`config.mk`:
```
export PLATFORM = sky130hd
export DESIGN_NAME = mvu_stream_sequencer
export DESIGN_NICKNAME = d
export VERILOG_FILES = /design/src/rtl/mvu_pkg.sv /design/src/rtl/mvu_credit_counter.sv /design/src/rtl/mvu_stream_sequencer.sv
export SDC_FILE = /design/constraint.sdc
export NUM_CORES = 1
export LEC_CHECK = 0
export BUFFER_PORTS_ARGS = -buffer_cell sky130_fd_sc_hd__clkbuf_2
export CAP_MARGIN = 30
export CORE_MARGIN = 2
export CORE_UTILIZATION = 40
export CTS_CLUSTER_SIZE = 24
export DETAILED_ROUTE_END_ITERATION = 10
export PLACE_DENSITY = 0.83
export SLEW_MARGIN = 25
export SYNTH_ARGS = -nofsm -noshare
export SYNTH_HDL_FRONTEND = slang
export SYNTH_HIERARCHICAL = 1
export SYNTH_SLANG_ARGS = --single-unit
```
`constraint.sdc`:
```
create_clock -name clock -period 4.15 [get_ports clock]
set_clock_uncertainty 0.05 [all_clocks]
set_input_delay 0.6225 -clock clock [delete_from_list [all_inputs] [get_ports clock]]
set_output_delay 0.6225 -clock clock [all_outputs]
set_load 0.01 [all_outputs]
```
`src/rtl/mvu_pkg.sv`:
```
// Shared types and helpers for the MVU stream sequencer.
// The sequencer FSM state type lives here together with the address-width
// helper that the top level and the credit counter both size their
// counters with.
package mvu_pkg;

   // FILL streams a fresh vector in (nf == 0), REUSE replays it from the buffer.
   typedef enum logic {
      FILL  = 1'b0,
      REUSE = 1'b1
   } mvu_seq_state_t;

   // Bits needed to hold values 0..value-1, never less than one bit.
   function automatic int clog2_min1(input int value);
      int width;
      width = 0;
      while ((1 << width) < value) begin
         width = width + 1;
      end
      clog2_min1 = (width < 1) ? 1 : width;
   endfunction

endpackage

```
`src/rtl/mvu_credit_counter.sv`:
```
// Output-FIFO credit tracker for the MVU stream sequencer.
// Starts full at CREDITS, drops by one when a row is started and rises by one
// per downstream release. A release that arrives while already full is
// dropped and latches err_credit until reset.
module mvu_credit_counter
   import mvu_pkg::*;
#(
   parameter int CREDITS = 2
)(
   input  logic clock,
   input  logic resetn,
   input  logic consume,
   input  logic release_pulse,
   output logic has_credit,
   output logic err_credit
);

   localparam int CREDIT_BW = clog2_min1(CREDITS + 1);
   localparam logic [CREDIT_BW-1:0] CREDIT_MAX = CREDIT_BW'(CREDITS);

   logic [CREDIT_BW-1:0] credit;
   logic                 full;
   logic                 release_ok;

   assign full       = (credit == CREDIT_MAX);
   assign release_ok = release_pulse && !full;
   assign has_credit = (credit != '0);

   // Credit count: a consume and an accepted release in the same cycle cancel out.
   always_ff @(posedge clock) begin
      if (!resetn) begin
         credit <= CREDIT_MAX;
      end else begin
         case ({consume, release_ok})
            2'b10:   credit <= credit - CREDIT_BW'(1);
            2'b01:   credit <= credit + CREDIT_BW'(1);
            default: credit <= credit;
         endcase
      end
   end

   // Sticky overflow flag for a release seen while every credit is already home.
   always_ff @(posedge clock) begin
      if (!resetn) begin
         err_credit <= 1'b0;
      end else if (release_pulse && full) begin
         err_credit <= 1'b1;
      end
   end

endmodule

```
`src/rtl/mvu_stream_sequencer.sv`:
```
// MVU fold-schedule sequencer.
// Streams SF words per activation vector into the reuse buffer (FILL), then
// replays them for the remaining NF-1 neuron folds (REUSE), issuing one MVU
// operation per cycle with weight address and accumulator first/last flags.
// Row starts (sf == 0) are gated by output-FIFO credits.
// Optional feature macro: MVU_SEQ_PERF_EN enables the saturating
// perf_issue_cnt / perf_stall_cnt counters; otherwise those ports read 0.
module mvu_stream_sequencer
   import mvu_pkg::*;
#(
   parameter int SF           = 8,
   parameter int NF           = 8,
   parameter int CREDITS      = 2,
   parameter int WMEM_ADDR_BW = clog2_min1(SF * NF),
   parameter int IBUF_ADDR_BW = clog2_min1(SF)
)(
   input  logic                    clock,
   input  logic                    resetn,
   input  logic                    in_valid,
   output logic                    in_ready,
   output logic                    ibuf_we,
   output logic [IBUF_ADDR_BW-1:0] ibuf_waddr,
   output logic                    ibuf_re,
   output logic [IBUF_ADDR_BW-1:0] ibuf_raddr,
   output logic                    op_valid,
   output logic                    op_src_buf,
   output logic                    op_first,
   output logic                    op_last,
   output logic                    op_vec_last,
   output logic [WMEM_ADDR_BW-1:0] wmem_addr,
   input  logic                    out_release,
   output logic                    err_credit,
   output logic [31:0]             perf_issue_cnt,
   output logic [31:0]             perf_stall_cnt
);

   localparam int NF_BW = clog2_min1(NF);

   mvu_seq_state_t state;
   mvu_seq_state_t next_state;

   logic [IBUF_ADDR_BW-1:0] sf;
   logic [NF_BW-1:0]        nf;
   logic [WMEM_ADDR_BW-1:0] waddr;

   logic sf_first;
   logic sf_last;
   logic nf_last;
   logic waddr_last;
   logic has_credit;
   logic gate_ok;
   logic issue;
   logic consume;

   assign sf_first   = (sf == '0);
   assign sf_last    = (sf == IBUF_ADDR_BW'(SF - 1));
   assign nf_last    = (nf == NF_BW'(NF - 1));
   assign waddr_last = (waddr == WMEM_ADDR_BW'(SF * NF - 1));

   // Mid-row ops never wait; only starting a new row needs a free output slot.
   assign gate_ok = !sf_first || has_credit;
   assign consume = issue && sf_first;

   mvu_credit_counter #(
      .CREDITS(CREDITS)
   ) u_credit (
      .clock        (clock),
      .resetn       (resetn),
      .consume      (consume),
      .release_pulse(out_release),
      .has_credit   (has_credit),
      .err_credit   (err_credit)
   );

   // State register.
   always_ff @(posedge clock) begin
      if (!resetn) begin
         state <= FILL;
      end else begin
         state <= next_state;
      end
   end

   // Leave FILL after the last streamed word of a multi-fold vector; return after the final replay row.
   always_comb begin
      next_state = state;
      if (issue && sf_last) begin
         case (state)
            FILL:    if (NF > 1) next_state = REUSE;
            REUSE:   if (nf_last) next_state = FILL;
            default: next_state = FILL;
         endcase
      end
   end

   // Issue decision and buffer port drive, combinational so read data lines up with op_valid.
   always_comb begin
      in_ready   = 1'b0;
      issue      = 1'b0;
      ibuf_we    = 1'b0;
      ibuf_waddr = '0;
      ibuf_re    = 1'b0;
      ibuf_raddr = '0;
      if (resetn) begin
         case (state)
            FILL: begin
               in_ready = gate_ok;
               issue    = in_valid && gate_ok;
               ibuf_we  = in_valid && gate_ok;
               if (in_valid && gate_ok) ibuf_waddr = sf;
            end
            REUSE: begin
               issue   = gate_ok;
               ibuf_re = gate_ok;
               if (gate_ok) ibuf_raddr = sf;
            end
            default: begin
               issue = 1'b0;
            end
         endcase
      end
   end

   // Fold counters and weight address advance once per issued op.
   always_ff @(posedge clock) begin
      if (!resetn) begin
         sf    <= '0;
         nf    <= '0;
         waddr <= '0;
      end else if (issue) begin
         if (sf_last) begin
            sf <= '0;
            nf <= nf_last ? '0 : nf + NF_BW'(1);
         end else begin
            sf <= sf + IBUF_ADDR_BW'(1);
         end
         waddr <= waddr_last ? '0 : waddr + WMEM_ADDR_BW'(1);
      end
   end

   // Registered op descriptor presented the cycle after the issue decision.
   always_ff @(posedge clock) begin
      if (!resetn || !issue) begin
         op_valid    <= 1'b0;
         op_src_buf  <= 1'b0;
         op_first    <= 1'b0;
         op_last     <= 1'b0;
         op_vec_last <= 1'b0;
         wmem_addr   <= '0;
      end else begin
         op_valid    <= 1'b1;
         op_src_buf  <= (state == REUSE);
         op_first    <= sf_first;
         op_last     <= sf_last;
         op_vec_last <= sf_last && nf_last;
         wmem_addr   <= waddr;
      end
   end

`ifdef MVU_SEQ_PERF_EN
   logic stall;

   // A row start that would otherwise go ahead but has no output slot.
   assign stall = resetn && sf_first && !has_credit && ((state == FILL) ? in_valid : 1'b1);

   // Saturating issue counter.
   always_ff @(posedge clock) begin
      if (!resetn) begin
         perf_issue_cnt <= '0;
      end else if (issue && (perf_issue_cnt != 32'hFFFF_FFFF)) begin
         perf_issue_cnt <= perf_issue_cnt + 32'd1;
      end
   end

   // Saturating credit-stall counter.
   always_ff @(posedge clock) begin
      if (!resetn) begin
         perf_stall_cnt <= '0;
      end else if (stall && (perf_stall_cnt != 32'hFFFF_FFFF)) begin
         perf_stall_cnt <= perf_stall_cnt + 32'd1;
      end
   end
`else
   assign perf_issue_cnt = '0;
   assign perf_stall_cnt = '0;
`endif

endmodule
```
Word-level counts from Yosys, hierarchy flattened
Index checks and enable logic that the tools add are counted.
{ "word_totals": {"ff_bits": 27, "elab_cells": 61, "inputBits": 4, "output_inout_bits": 85} }
{ "op_classes": {"n_bitwise": 1, "reduce_logical": 16, "muxes": 21, "addsub": 5, "eq_ne": 6} }
{ "op_table": {"columns": ["cell", "count"], "rows": [
  ["3-bit two-way mux", 8],
  ["1-bit two-way mux", 9],
  ["3-bit by 1-bit adder with 3-bit output (second input constant)", 2],
  ["6-bit by 1-bit adder with 6-bit output (second input constant)", 1],
  ["3-bit == test (second input constant)", 2],
  ["6-bit == test (second input constant)", 1],
  ["1-bit logical AND", 6],
  ["6-bit two-way mux", 1],
  ["2-bit == test (second input constant)", 2],
  ["1-bit logical NOT", 4],
  ["1-bit one-hot mux with 2 select lines", 2],
  ["2-bit one-hot mux with 2 select lines", 1],
  ["2-bit nonzero test", 2],
  ["3-bit logical NOT", 1],
  ["2-bit by 1-bit adder with 2-bit output (second input constant)", 1],
  ["2-bit by 1-bit == test with 1-bit output (second input constant)", 1],
  ["1-bit logical OR", 2],
  ["2-bit AND reduction", 1],
  ["2-bit by 1-bit subtractor with 2-bit output (second input constant)", 1],
  ["1-bit NOT", 1]
]} }

Logic depth before layout (Yosys ltp)
{ "logic_depth": {"ltp_word": 9, "depth_mapped": 11, "mapped_depth_nobuf": 10} }

Cells and area by module
The synthesis kept the hierarchy.
{ "modules_own_cells": {"columns": ["module", "area_per_inst_um2", "seq_area_each_um2", "cells_per_inst", "instances"], "rows": [
  ["mvu_stream_sequencer", 1522.7, 480.5, 178, 1],
  ["mvu_credit_counter", 146.4, 60.1, 16, 1]
]} }

Least setup slack after synthesis
OpenSTA, ideal clock, no wires.
{ "synth_timing": {"path_type": "reg2out", "from": "register sf[0]", "to": "output ibuf_waddr[0]", "arrival_ns": 1.617, "stages_incl_launch_ff": 6, "slack_ns": 1.861, "required_ns": 3.477, "n_path_buf": 0, "cell_sequence": "dfxtp_1 -> inv_1 -> ha_1 -> nor3b_2 -> nor4b_1 -> and2_1"} }
{ "synth_between": {"elab_chain_cells": 7} }
{ "synth_rtl": {"columns": ["element", "line_no", "rtl"], "rows": [
  ["start, declared", "mvu_stream_sequencer.sv:42", "logic [IBUF_ADDR_BW-1:0] sf;"],
  ["start signal, assigned", "mvu_stream_sequencer.sv:135", "sf <= sf + IBUF_ADDR_BW'(1);"],
  ["3-bit logical NOT", "mvu_stream_sequencer.sv:55", "assign sf_first = (sf == '0);"],
  ["1-bit logical NOT", "mvu_stream_sequencer.sv:61", "assign gate_ok = !sf_first || has_credit;"],
  ["1-bit logical OR", "mvu_stream_sequencer.sv:61", null],
  ["1-bit logical AND", "mvu_stream_sequencer.sv:110", "if (in_valid && gate_ok) ibuf_waddr = sf;"],
  ["3-bit two-way mux *", "mvu_stream_sequencer.sv:110", null],
  ["3-bit two-way mux *", "mvu_stream_sequencer.sv:105", "case (state)"],
  ["3-bit two-way mux *", "mvu_stream_sequencer.sv:104", "if (resetn) begin"],
  ["end, declared", "mvu_stream_sequencer.sv:22", "output logic [IBUF_ADDR_BW-1:0] ibuf_waddr,"]
]} }
Mark *: on every way between the ends. The rest lies on a longest branch, timed or not.

Worst setup path in the final report
{ "layout_timing": {"from": "register u_credit.credit[0]", "to": "output ibuf_raddr[0]"} }
{ "layout_between": {"elab_chain_cells": 5} }
{ "layout_rtl": {"columns": ["element", "line_no", "rtl"], "rows": [
  ["start, declared", "mvu_credit_counter.sv:21", "logic [CREDIT_BW-1:0] credit;"],
  ["start signal, assigned", "mvu_credit_counter.sv:35", "2'b10: credit <= credit - CREDIT_BW'(1);"],
  ["start signal, assigned", "mvu_credit_counter.sv:36", "2'b01: credit <= credit + CREDIT_BW'(1);"],
  ["start signal, assigned", "mvu_credit_counter.sv:37", "default: credit <= credit;"],
  ["2-bit nonzero test", "mvu_credit_counter.sv:27", "assign has_credit = (credit != '0);"],
  ["named net has_credit", "mvu_stream_sequencer.sv:50", "logic has_credit;"],
  ["1-bit logical OR", "mvu_stream_sequencer.sv:61", null],
  ["3-bit two-way mux", "mvu_stream_sequencer.sv:115", "if (gate_ok) ibuf_raddr = sf;"],
  ["3-bit two-way mux", "mvu_stream_sequencer.sv:105", null],
  ["3-bit two-way mux", "mvu_stream_sequencer.sv:104", null],
  ["end, declared", "mvu_stream_sequencer.sv:24", "output logic [IBUF_ADDR_BW-1:0] ibuf_raddr,"]
]} }
The timed path passes the listed nets, and every way through them passes these cells.

==> results.rst <==
.. list-table::
   :header-rows: 1

   * - Metric
     - Value
   * - Outcome
     - finished, final reports clean
   * - RSZ-0062 raised after global routing
     - no
   * - Share of Yosys cell area claimed by the top area cell type
     - 0.324
   * - Most frequent cells in the layout
     - 64 x sky130_fd_sc_hd__conb_1, 27 x sky130_fd_sc_hd__dfxtp_1, 24 x sky130_fd_sc_hd__clkbuf_2
   * - Share of synthesized flip-flops with an asynchronous set or reset
     - 0
   * - Worst-path maximum fanout
     - 17
   * - Clock-pin slew on the worst setup and hold paths
     - 0.08 ns
   * - Largest net degree at the start of global routing
     - 21
   * - Vias per inst
     - 4.44
   * - Final Cycle Share
     - 0.647
   * - Initial Util
     - 0.417
   * - Overall die height
     - 68.6 um
   * - Count of instances resized after the clock tree is built
     - 0
   * - Post-route DRC violation count
     - 0
   * - Synth Area in XOR/XNOR
     - 0.0105
   * - Fraction of final layout cells sized beyond drive strength 1
     - 0.135
   * - Synth area leader
     - sky130_fd_sc_hd__dfxtp_1
   * - Static power due to leakage
     - 0.812 nW
   * - Die Wd
     - 68.6 um
   * - Max incr delay on CP
     - 0.57 ns
   * - Clock insertion delay at the later pin of the skew report
     - 0.26 ns
   * - Highest attainable clock frequency
     - 0.372 GHz
   * - Top post-synthesis cells by area
     - sky130_fd_sc_hd__dfxtp_1 32%, sky130_fd_sc_hd__buf_4 29%, sky130_fd_sc_hd__ha_1 5.2%
   * - Max-capacitance violation count
     - 0
   * - Routed WL
     - 2600 um
   * - DIE AREA
     - 4710 um^2
   * - Count of vias placed by the detailed router
     - 1176
   * - Compound-gate portion of the synthesized area
     - 0.106
   * - Number of violations reported at the end of detailed-routing iteration 0
     - 102
   * - Area of the mapped netlist
     - 1670 um^2
   * - Type of element capturing the critical path
     - output port
   * - Final Net Count
     - 227
   * - Post-CTS Setup Bufs
     - 0
   * - Detail Placement HPWL
     - 2030 um
   * - DR pass1 iterations
     - 4
   * - Initial antenna violation count
     - 0
   * - IO buf count
     - 24
   * - Remaining number of nets flagged by the antenna check after routing
     - 0
   * - Final number of hold-violating endpoints
     - 0
   * - Most common flop cell mapped by yosys
     - sky130_fd_sc_hd__dfxtp_1
   * - Antenna diode count
     - 0
   * - Wire length of the first global-routing pass
     - 3750 um
   * - Most common cell after layout, fill and taps aside
     - sky130_fd_sc_hd__conb_1
   * - Tightest slew margin relative to the limit
     - 0.491
   * - Path class of the lowest-slack min-delay path
     - flop to flop
   * - Critical setup path kind
     - flop to output port
   * - Number of sinks driven by the clock tree
     - 27
   * - Critical path launch point type
     - flop
   * - Smallest setup slack after layout
     - 1.46 ns
   * - Post-synthesis cell count
     - 194
   * - Final routed wire length divided by cell count
     - 9.80 um
   * - Signed area change from the synthesized netlist to the final layout
     - -2.70%
   * - Clock buffer depth
     - 2
   * - CTS Hold Buffers Added
     - 0
   * - Num CTS Buffers
     - 3
   * - Pwr per Cell Area
     - 362 nW/um^2
   * - Synth cell types
     - 36
   * - Placeable core region
     - 4000 um^2
   * - Overall fraction of global-route tracks in use
     - 0.102
   * - Via count of the first global-routing pass
     - 839
   * - Family with the most delay on the worst path
     - simple AND/OR/NAND/NOR gates
   * - Row cnt
     - 23
   * - Data required time of the worst path
     - 3.48 ns
   * - Data arrival, critical path
     - 2.01 ns
   * - Multiplexer area fraction after synthesis
     - 0.00600
   * - Worst IR Drop VDD
     - 166 uV
   * - Final setup vio count
     - 0
   * - Main combinational cell family by area after synthesis
     - buffers and inverters
   * - I/O pin cnt
     - 89
   * - Yosys reg bits
     - 27
   * - Minimum hold slack
     - 0.417 ns
   * - Slowest stage cell, crit path
     - sky130_fd_sc_hd__or3b_1
   * - Number of max-slew violations in the final report
     - 0
   * - Buffering stage count on the worst path with inverters included
     - 1
   * - Actual slew at the worst max-slew pin
     - 0.760 ns
   * - Post-synthesis average cell area
     - 8.60 um^2
   * - Adder and majority gate portion of the synthesized area
     - 0.0525
   * - Final RePlAce weighted congestion
     - 0.797
   * - Clock H-tree levels
     - 1
   * - Final core utilization
     - 0.406
   * - Total Neg Setup Slack
     - 0 ns
   * - Sequential fraction of the synthesis area
     - 0.324
   * - Post-synth EDFFs
     - 0
   * - Number of warnings printed during yosys synthesis
     - 6
   * - Area share of and/or/nand/nor cells after synthesis
     - 0.181
   * - Cell chosen for the clock root
     - sky130_fd_sc_hd__clkbuf_8
   * - Global route overflow
     - 0
   * - Critical path, cell by cell
     - or2_1 > or3b_1 > and3_1 > and2_1 > clkbuf_2
   * - Worst slack, placed
     - 1.42 ns
   * - Final critical-path required period
     - 2.69 ns
   * - TritonCTS clock tree
     - built
## sequential cells by signal (all words and copies together) (netlist names), 2 cells and up
signal	cells
nf	3
u_credit/credit	2
wmem_addr	6
waddr	6
sf	3
## layer usage
layer / global-route usage / share of wire
met5: 0 / 0
met1: 0.123 / 0.41
met2: 0.185 / 0.48
met4: 0.0375 / 0.011
met3: 0.00974 / 0.098
## through the flow
step                power [W]  area [um^2]  instances
floorplan            0.000468         1910        257
global placement     0.000446         1580        261
detailed placement   0.000451         1580        261
CTS                  0.000591         1620        265
global route         0.000627         1620        265
finish               0.000588         1620        265
## path summary, 6_finish.rpt
check                     startpoint                  to  slack [ns]  depth (start not counted)
setup reg to reg               sf[0]  u_credit/credit[1]        1.60                          9
hold reg to reg                nf[2]               nf[2]        0.42                          2
hold / removal                 nf[2]               nf[2]        0.42                          2
setup / recovery  u_credit/credit[0]       ibuf_raddr[0]        1.46                          5
## area by class of cell
type	count	area [um^2]
multi-input cells	154	833
well taps	50	62.6
inverters	6	22.5
repair buffers	24	120
fillers	423	2380
flip-flops and latches	27	541
clock buffers	4	45.0
## worst min-delay path, stage by stage (launching register included)
cell and delay [ns]:
sky130_fd_sc_hd__dfxtp_1 0.32, sky130_fd_sc_hd__nand2_1 0.05, sky130_fd_sc_hd__o21ai_0 0.06
## power breakdown
group	internal, W	switching [W]
clock network	0.0000685	0.0000725
registers	0.000279	0.0000194
logic	0.0000475	0.000101
## cells by family after synthesis
| kind of cell | count (synthesis) |
|---|---|
| and+or+nand+nor | 52 |
| adders and majority gates | 7 |
| AOI/OAI and AO/OA | 28 |
| other | 1 |
| xor gates and xnor gates | 2 |
| DFF | 27 |
| buffers and inverters | 76 |
| muxes | 1 |
## cells in the mapped netlist (all sizes together), types with 2 or more instances
master,instances
buf,69
dfxtp,27
and3,11
nand2,9
o21ai,9
nand3,8
ha,7
a21oi,6
inv,6
and2,4
nand4,4
nor2,4
nor3b,3
o211ai,3
a31oi,2
nor3,2
o311ai,2
o41ai,2
or4,2
Power figures use the tool's default switching activity.
